[src/rtl/da_vinci_dump_ctrl.sv]
// da_vinci_dump_ctrl: runs the processor for a fixed number of cycles (or until
// halt), then takes the shared memory bus and streams out each configured
// address window word by word over a valid/ready port.
module da_vinci_dump_ctrl #(
  parameter int unsigned ADDR_WIDTH = 26,
  parameter int unsigned DATA_WIDTH = 32,
  parameter int unsigned NUM_WIN    = 2,
  parameter logic [NUM_WIN*ADDR_WIDTH-1:0] WIN_BASE = {26'h3fffff0, 26'h1000000},
  parameter logic [NUM_WIN*16-1:0]         WIN_LEN  = {16'd16, 16'd16},
  parameter int unsigned RUN_CYCLES = 500,
  parameter int unsigned MEM_LAT    = 2
) (
  input  logic                  CLK,
  input  logic                  RST,
  input  logic                  HALT,
  output logic                  BUS_REQ,
  input  logic                  BUS_GNT,
  output logic [ADDR_WIDTH-1:0] ADDR,
  output logic                  READ,
  input  logic [DATA_WIDTH-1:0] DATA_IN,
  output logic                  DUMP_VALID,
  input  logic                  DUMP_READY,
  output logic [DATA_WIDTH-1:0] DUMP_DATA,
  output logic [ADDR_WIDTH-1:0] DUMP_ADDR,
  output logic [2:0]            DUMP_WIN,
  output logic                  DONE
);

  localparam int unsigned RCW = (RUN_CYCLES > 1) ? $clog2(RUN_CYCLES) : 1;
  localparam int unsigned LW  = (MEM_LAT > 1) ? $clog2(MEM_LAT) : 1;

  typedef enum logic [2:0] {st_run, st_req, st_rd, st_out, st_fin} state_t;

  state_t          state;
  logic [RCW-1:0]  run_cnt;
  logic [LW-1:0]   lat;
  logic [2:0]      win;
  logic [15:0]     offset;
  logic            none;

  logic [3:0]            first;
  logic [3:0]            nxt;
  logic                  last_word;
  logic [2:0]            adv_win;
  logic [15:0]           adv_off;
  logic [ADDR_WIDTH-1:0] rd_addr;
  logic [ADDR_WIDTH-1:0] adv_addr;

  function automatic logic [ADDR_WIDTH-1:0] base_of(input logic [2:0] w);
    return WIN_BASE[32'(w)*ADDR_WIDTH +: ADDR_WIDTH];
  endfunction

  function automatic logic [15:0] len_of(input logic [2:0] w);
    return WIN_LEN[32'(w)*16 +: 16];
  endfunction

  // Lowest non-empty window at or above start; bit 3 flags that one exists.
  // Scanning downwards lets the lowest match overwrite higher ones.
  function automatic logic [3:0] find_win(input logic [3:0] start);
    logic [3:0]  r;
    int unsigned i;
    r = '0;
    for (int unsigned j = 0; j < NUM_WIN; j++) begin
      i = NUM_WIN - 1 - j;
      if (i >= 32'(start) && WIN_LEN[i*16 +: 16] != '0)
        r = {1'b1, 3'(i)};
    end
    return r;
  endfunction

  // Window/offset sequencing and address arithmetic (wraps modulo 2^ADDR_WIDTH).
  always_comb begin
    first     = find_win(4'd0);
    nxt       = find_win({1'b0, win} + 4'd1);
    last_word = ({1'b0, offset} + 17'd1) == {1'b0, len_of(win)};
    adv_win   = last_word ? nxt[2:0] : win;
    adv_off   = last_word ? '0 : offset + 16'd1;
    rd_addr   = base_of(win) + ADDR_WIDTH'(offset);
    adv_addr  = base_of(adv_win) + ADDR_WIDTH'(adv_off);
  end

  // Control FSM with registered bus and dump-port outputs.
  always_ff @(posedge CLK) begin
    if (RST) begin
      state      <= st_run;
      run_cnt    <= '0;
      lat        <= '0;
      win        <= '0;
      offset     <= '0;
      none       <= 1'b0;
      BUS_REQ    <= 1'b0;
      ADDR       <= '0;
      READ       <= 1'b0;
      DUMP_VALID <= 1'b0;
      DUMP_DATA  <= '0;
      DUMP_ADDR  <= '0;
      DUMP_WIN   <= '0;
      DONE       <= 1'b0;
    end else begin
      case (state)
        st_run: begin
          if (HALT || run_cnt == RCW'(RUN_CYCLES - 1)) begin
            state   <= st_req;
            BUS_REQ <= 1'b1;
            win     <= first[2:0];
            offset  <= '0;
            none    <= ~first[3];
          end else begin
            run_cnt <= run_cnt + RCW'(1);
          end
        end
        st_req: begin
          if (none) begin
            state   <= st_fin;
            BUS_REQ <= 1'b0;
            DONE    <= 1'b1;
          end else if (BUS_GNT) begin
            state <= st_rd;
            READ  <= 1'b1;
            ADDR  <= rd_addr;
            lat   <= '0;
          end
        end
        st_rd: begin
          // Losing the grant abandons this read; win/offset are untouched so
          // the same word is fetched again from the start once re-granted.
          if (!BUS_GNT) begin
            state <= st_req;
            READ  <= 1'b0;
            ADDR  <= '0;
          end else if (lat == LW'(MEM_LAT - 1)) begin
            state      <= st_out;
            READ       <= 1'b0;
            ADDR       <= '0;
            DUMP_DATA  <= DATA_IN;
            DUMP_ADDR  <= ADDR;
            DUMP_WIN   <= win;
            DUMP_VALID <= 1'b1;
          end else begin
            lat <= lat + LW'(1);
          end
        end
        st_out: begin
          if (DUMP_READY) begin
            DUMP_VALID <= 1'b0;
            if (last_word && !nxt[3]) begin
              state   <= st_fin;
              BUS_REQ <= 1'b0;
              DONE    <= 1'b1;
            end else begin
              win    <= adv_win;
              offset <= adv_off;
              if (BUS_GNT) begin
                state <= st_rd;
                READ  <= 1'b1;
                ADDR  <= adv_addr;
                lat   <= '0;
              end else begin
                state <= st_req;
              end
            end
          end
        end
        st_fin: begin
        end
        default: state <= st_run;
      endcase
    end
  end

endmodule

[config.mk]
export PLATFORM = sky130hd
export DESIGN_NAME = da_vinci_dump_ctrl
export DESIGN_NICKNAME = d
export VERILOG_FILES = /design/src/rtl/da_vinci_dump_ctrl.sv
export SDC_FILE = /design/constraint.sdc
export NUM_CORES = 1
export LEC_CHECK = 0
export CAP_MARGIN = 30
export CORE_MARGIN = 10
export CORE_UTILIZATION = 50
export CTS_CLUSTER_DIAMETER = 40
export DETAILED_ROUTE_END_ITERATION = 8
export DONT_BUFFER_PORTS = 1
export PLACE_DENSITY = 0.66
export SYNTH_ARGS = -nofsm -noshare
export SYNTH_HDL_FRONTEND = slang
export SYNTH_SLANG_ARGS = --single-unit
[constraint.sdc]
create_clock -name CLK -period 6.2 [get_ports CLK]
set_input_delay 1.24 -clock CLK [delete_from_list [all_inputs] [get_ports CLK]]
set_output_delay 1.24 -clock CLK [all_outputs]
set_load 0.005 [all_outputs]
==> summary.md, run 1 <==
| Metric | Value |
|---|---|
| CTS tree | yes |
| Hold buffer count at CTS | 0 |
| Io pins | 128 |
| CP Launch Type | flop |
| Post-route DRC | 0 |
| Buf+Inv Stages, Crit Path | 2 |
| TNS Setup | 0 ns |
| Routed vias/inst | 5.96 |
| CTS H-tree lvls | 4 |
| Setup WS pre-CTS | 0.599 ns |
| Yosys top cell by area | dfxtp_1 |
| Synth Cell Area | 0.00661 mm^2 |
| Max Freq | between 0.15 and 0.2 GHz |
| Synth-to-layout area growth | 10.4% |
| Period utilization | around nine tenths |
| Synth Instances | ~870 |
| Final critical-path required period | approximately 5.7 ns |
| Critical R2R Launch | offset[2] |
| Post-DP HPWL | ~14 mm |
| Largest net degree at the start of global routing | 116 |
| PortBufs | 0 |
| Syn Area/Cell | ~7.6 um^2 |
| Largest delay share family, worst path | simple AND/OR/NAND/NOR gates |
| Highest Signal Layer | met4 |
| Vias in the first global route | between 5000 and 6000 |
| Critical path, cell by cell | nand4_2 > or4_4 > a2111oi_2 > nand4bb_1 > nor3_1 > o21a_1 > inv_1 > ha_1 > fa_1 > a21o_1 > a21oi_1 > nor2_1 > o311a_1 > nor3b_1 > inv_1 > a41oi_1 > mux2i_1 > o31ai_2 |
| Via count | 6111 |
| Timing startpoint of the critical path | offset[2] |
| Worst Slack Setup Final | approximately 0.53 ns |
| Num Clock Sinks | around 120 |
| CP Capture Type | flop |
| CP Data Required Time | 6.50 ns |
| GR Overflow Total | 0 |
| Final Hold Fails | 0 |
| Synth Flop Type | dfxtp_1 |
| Drt pass-1 iters | 5 |
| CP Depth | 18 |
| Warnings, synthesis | 0 |
| WHS | 0.472 ns |
| RSZ-0062 raised after global routing | no |
| Synth area leaders | dfxtp_1, nand2_1, a21oi_1 |
| DIE AREA | roughly 0.018 mm^2 |
| Syn_nets | ~930 |
| FP Rows | between 40 and 50 |
| CTS Buf Count | 17 |
| Routed Antenna Nets | 0 |
| Synth unique cells | 61 |
| Sequential cell area fraction in the yosys report | around 37% |
| Core area | about 0.013 mm^2 |
| GPL Wtd Cong | between 0.9 and 1 |
| Top post-synthesis cells by count | nand2_1, dfxtp_1, a21oi_1, nor2_1, clkbuf_1 |
| Initial DRC Count | between 400 and 500 |
| Seq cells post-synth | approximately 120 |
| Post-Route Utilization | 57.1% |
| Power Density | ~290 mW/mm^2 |
| Async SR Flop Fraction | 0% |
| Diode count | 0 |
| MaxCap Viol Count | 0 |
| Leakage | 2.74 nW |
| Die W | 135 um |
| Share of layout cells above drive strength 1 | under 10% |
| Worst Tran Pin Value | ~1.0 ns |
| Fin cells | between 1000 and 1500 |
| Placed cell areas | 0.00669 mm^2 |
| Status | complete, no violations |
| Final wirelength | about 19 mm |
| Critical Path Most Common Cell | inv_1 |
| Die Ht | 135 um |
| Initial antenna violation count | 0 |
| Slew Limit Headroom | around a third |
| Clk Latency, worst-skew pair | roughly 0.42 ns |
| Reg clk slew, reported paths | about 0.06 ns |
| NumNets Final | just over 900 |
| Deepest clock path buffer count | 2 |
| Post-Route Skew | ~0.011 ns |
| Worst VDD drop | 0.000177 V |
| Metal-1 WL | approximately 8.5 mm |
| Crit path max-delay cell type | or4_4 |
| EDFF count, synth | 0 |
| Arrival time worst endpoint | just under 6 ns |
| Worst reg-to-reg path cell count | 18 |
| Placed cells | between 900 and 1000 |
| Global-route wire length before repair | between 30 and 40 mm |
| Routed met2 length | a little under 9 mm |
| Total Routing Usage GR | a little over 20% |
| Root Driver | clkbuf_16 |
| Worst Path Class, Setup | reg2reg |
| Worst min path class | reg2reg |
| Hold depth | 2 |
| Power, Total | 2.11 mW |
| Post_cts resized | 0 |
| Share of the synthesized area in the top cell type | a little under two fifths |
| Critical path fanouts, max | 13 |
| Post-CTS Setup Bufs | 0 |
| Slew Limit Fails | 0 |
| Starting Density | 51.8% |
| RR Endpoint | ADDR[16] |
| Reg-to-reg slack, setup | approximately 0.53 ns |
| Met3 wire length | roughly 1.7 mm |
| Setup crit end | ADDR[16] |
| Avg WL per Cell | between 15 and 20 um |
| # setup viols final | 0 |
| Design area | between 0.007 and 0.008 mm^2 |
| Worst path max stage delay | about 0.63 ns |
| Most numerous cell in the Yosys netlist | nand2_1 |
cells in the final DEF, fill, tap and decap left out, types with 9 or more instances in the layout:
| master | synthesis | routed |
|---|---|---|
| xor2_1 | 18 | 18 |
| ha_1 | 28 | 28 |
| inv_1 | 26 | 26 |
| a21oi_1 | 96 | 96 |
| o21a_1 | 9 | 9 |
| nand2_1 | 161 | 161 |
| clkbuf_16 | 0 | 17 |
| xnor2_1 | 13 | 13 |
| a211oi_1 | 15 | 15 |
| dfxtp_1 | 123 | 123 |
| o21ai_0 | 41 | 41 |
| nor2_1 | 91 | 91 |
| nand2b_1 | 10 | 10 |
| nor3_1 | 21 | 21 |
| nand3_1 | 19 | 18 |
per-layer routing:
metal	track usage, %	vias to the layer above
li1	-	2992
met1	26.0	2888
met2	32.4	212
met3	6.31	19
met4	6.22	0
met5	0	-
cells by family after synthesis:
family | Yosys count | share of synthesized area [%]
AOI/OAI and AO/OA | 232 | 21.7
xor gates and xnor gates | 31 | 4.11
DFF | 123 | 37.2
buffers and inverters | 79 | 4.90
muxes | 7 | 1.08
adders and majority gates | 30 | 5.90
and+or+nand+nor | 365 | 25.0
registers in the layout, indices dropped and copies added, names as in the netlist:
name,count
win,3
READ,1
DONE,1
DUMP_DATA,32
BUS_REQ,1
run_cnt,9
offset,16
lat,1
DUMP_VALID,1
DUMP_ADDR,26
ADDR,26
state,3
DUMP_WIN,3
how the worst min path moves through the flow:
stage	slack [ns]	startpoint	endpoint
3_3_place_gp	0.46	DUMP_DATA[18]	DUMP_DATA[18]
3_5_place_dp	0.47	DUMP_DATA[23]	DUMP_DATA[23]
5_1_grt	0.50	DUMP_DATA[23]	DUMP_DATA[23]
6_report	0.47	DUMP_ADDR[13]	DUMP_ADDR[13]
4_1_cts	0.48	DUMP_DATA[23]	DUMP_DATA[23]
2_1_floorplan	0.44	DONE	DONE
worst reg2reg max path, delay by kind of cell, from the launching register on:
family	cells	cell delay, ns
AND/OR/NAND/NOR	6	1.87
AO/OA/AOI/OAI	7	1.75
adder cells (fa/ha/maj)	2	0.72
flip-flops	1	0.53
buffers and inverters	2	0.37
multiplexers	1	0.29
where the power goes:
group	switching, mW	total [mW]	internal (mW)
clock	0.371	1.02	0.645
sequential	0.0644	0.900	0.836
combinational	0.133	0.198	0.0643
layout make-up:
class,count,area [um^2]
sequential,123,2460
clock buffer,19,443
clock inverter,12,163
inverter,26,97.6
multi-input combinational,665,3830
timing repair buffer,8,85.1
fill,1165,5480
tap,172,215
Note: power is estimated with default switching activity, not from simulation.
==> inputs of run 2 (changes only) <==
--- a/config.mk
+++ b/config.mk
@@ -8,9 +8,9 @@
 export CAP_MARGIN = 30
 export CORE_MARGIN = 10
-export CORE_UTILIZATION = 50
+export CORE_UTILIZATION = 40
 export CTS_CLUSTER_DIAMETER = 40
 export DETAILED_ROUTE_END_ITERATION = 8
 export DONT_BUFFER_PORTS = 1
-export PLACE_DENSITY = 0.66
+export PLACE_DENSITY = 0.55
 export SYNTH_ARGS = -nofsm -noshare
 export SYNTH_HDL_FRONTEND = slang
==> constraint.sdc (replaced) <==
create_clock -name CLK -period 6.2 [get_ports CLK]
set_input_delay 1.24 -clock CLK [delete_from_list [all_inputs] [get_ports CLK]]
set_output_delay 1.24 -clock CLK [all_outputs]
set_load 0.02 [all_outputs]
==> summary.md, run 2 (synthesis gave the netlist of run 1 again) <==
| Metric | Value |
|---|---|
| Post-DP HPWL | approximately 15 mm |
| Initial antenna violation count | 0 |
| Worst Slack Setup Final | between 0.4 and 0.5 ns |
| Worst min path class | reg2reg |
| Hold endpoint | run_cnt[8] |
| Crit path max-delay cell type | or4b_1 |
| CP Capture Type | flop |
| PortBufs | 0 |
| Most frequent cells in the layout | nand2_1, dfxtp_1, a21oi_1 |
| Share of layout cells above drive strength 1 | roughly 6% |
| Placed cells | just over 1000 |
| Largest net degree at the start of global routing | 116 |
| Largest Register | DUMP_DATA |
| Arrival time worst endpoint | around 6.0 ns |
| Largest delay share family, worst path | compound AO/OA/AOI/OAI gates |
| Io pins | 128 |
| Global-route wire length before repair | 31.7 mm |
| Reg clk slew, reported paths | approximately 0.060 ns |
| Top flop regs | DUMP_DATA x32, ADDR x26, DUMP_ADDR x26 |
| Fin cells | about 1100 |
| GR Overflow Total | 0 |
| CTS Buf Count | 17 |
| Post-CTS Setup Bufs | 0 |
| Post-Route Skew | about 0.0076 ns |
| Clock power share | 48.0% |
| Critical Path Most Common Cell | inv_1 |
| Root Driver | clkbuf_16 |
| Routed Antenna Nets | 0 |
| Die Ht | around 150 um |
| CP Launch Type | flop |
| Design area | 0.00742 mm^2 |
| Worst VDD drop | approximately 0.00022 V |
| Comb pwr share | 9.3% |
| Worst path max stage delay | 0.53 ns |
| Period utilization | ~90% |
| Placed cell areas | 0.00679 mm^2 |
| Routed vias/inst | about 5.7 |
| Core area | between 0.015 and 0.02 mm^2 |
| Critical R2R Launch | offset[0] |
| Filler Cells Inserted | between 1500 and 2000 |
| Psw | about 610 uW |
| GPL Wtd Cong | 0.890 |
| FP Rows | between 40 and 50 |
| Critical path fanouts, max | 13 |
| Status | complete, no violations |
| Via count | approximately 6100 |
| Diode count | 0 |
| Drt pass-1 iters | 5 |
| Final wirelength | between 20 and 25 mm |
| Setup WS pre-CTS | a little under 0.6 ns |
| Reg power frac | a little over two fifths |
| RSZ-0062 raised after global routing | no |
| Synth-to-layout area growth | 12.3% |
| Max FFs per register | 32 |
| Die W | around 150 um |
| Final critical-path required period | around 5.7 ns |
| Total Routing Usage GR | 17.9% |
| Initial DRC Count | about 510 |
| Buf+Inv Stages, Crit Path | 3 |
| Avg WL per Cell | 19.3 um |
| Power, Total | around 2.2 mW |
| Worst Tran Pin Value | ~0.97 ns |
| Critical path, cell by cell | ha_1 > inv_1 > o41a_1 > or2_1 > o21bai_1 > or4b_1 > o21a_1 > inv_1 > ha_1 > a21o_1 > a21oi_1 > nor2_1 > o311a_1 > nor3b_1 > inv_1 > a41oi_1 > mux2i_1 > o31ai_2 |
| Int Pwr | approximately 1.6 mW |
| Reg-to-reg slack, setup | 0.47 ns |
| Leakage | between 2 and 3 nW |
| Worst Path Class, Setup | reg2reg |
| Leading cell type in the layout, fill and taps excluded | nand2_1 |
| # setup viols final | 0 |
| TNS Setup | 0 ns |
| Power Density | a little under 300 mW/mm^2 |
| NumNets Final | a little over 900 |
| Post-route DRC | 0 |
| CTS tree | yes |
| DIE AREA | 0.0221 mm^2 |
| Deepest clock path buffer count | 2 |
| Max Freq | roughly 0.17 GHz |
| Switching part of the total | 27.6% |
| Slew Limit Fails | 0 |
| Post_cts resized | 0 |
| Clk Latency, worst-skew pair | 0.42 ns |
| Hold path start | run_cnt[8] |
| Hold buffer count at CTS | 0 |
| CP Data Required Time | between 6 and 7 ns |
| Starting Density | about 41% |
| Slew Limit Headroom | 35.6% |
| CTS H-tree lvls | 4 |
| RR Endpoint | ADDR[16] |
| Hold depth | 2 |
| MaxCap Viol Count | 0 |
| Worst reg-to-reg path cell count | 18 |
| Num Clock Sinks | about 120 |
| Vias in the first global route | between 5000 and 6000 |
| Final Hold Fails | 0 |
[run 2: cell count changes in the layout (fill, tap and decap cells not counted), sizes merged]
cell / before / now
buf: 8 / 9
bufinv: 3 / 4
inv: 30 / 28
clkinv: 3 / 1
clkbuf: 19 / 22
[run 2: worst max-delay path by stage]
| stage | startpoint | end | slack (ns) | cells past startpoint |
|---|---|---|---|---|
| after floorplan | offset[0] | ADDR[16] | 1.28 | 19 |
| after global placement | offset[2] | ADDR[16] | 0.72 | 18 |
| after detailed placement | offset[2] | ADDR[13] | 0.59 | 17 |
| after CTS | offset[2] | ADDR[16] | 0.47 | 18 |
| after global routing | offset[2] | ADDR[22] | 0.10 | 18 |
| final | offset[0] | ADDR[16] | 0.47 | 18 |
[run 2: power by group through the flow]
stage	Combinational [mW]	Clock (mW)	Sequential, mW
after floorplan	0.175	0	0.927
final	0.206	1.06	0.943
after CTS	0.205	1.08	0.945
after global placement	0.193	0	0.961
after global routing	0.230	1.11	0.952
after detailed placement	0.204	0	0.963
[run 2: metrics by stage]
stage,util [%],hold slack [ns]
4_1_cts,46.2,0.526
5_1_grt,46.2,0.578
3_5_place_dp,42.3,0.514
2_1_floorplan,-,0.479
6_report,46.2,0.527
3_3_place_gp,41.8,0.493
[run 2: cell type report]
class	count	area (um^2)	area share [%]
clock buffer	22	464	6.25
clock inverter	9	161	2.17
inverter	26	97.6	1.31
multi-input combinational	665	3840	51.7
sequential	123	2460	33.2
tap	216	270	3.64
timing repair buffer	9	128	1.72
[run 2: metal layers]
layer  track usage (%)  part of all wire (%)  routed length (um)
met5                 0                     0                   0
met4              7.04                   1.8                 373
met3              4.76                   9.0                1850
met2              28.8                    47                9720
met1              22.3                    42                8710
[run 2: tightest hold or removal path, stage by stage (launching register included)]
cell	delay (ns)
dfxtp_1	0.35
xor2_1	0.07
nor2_1	0.07
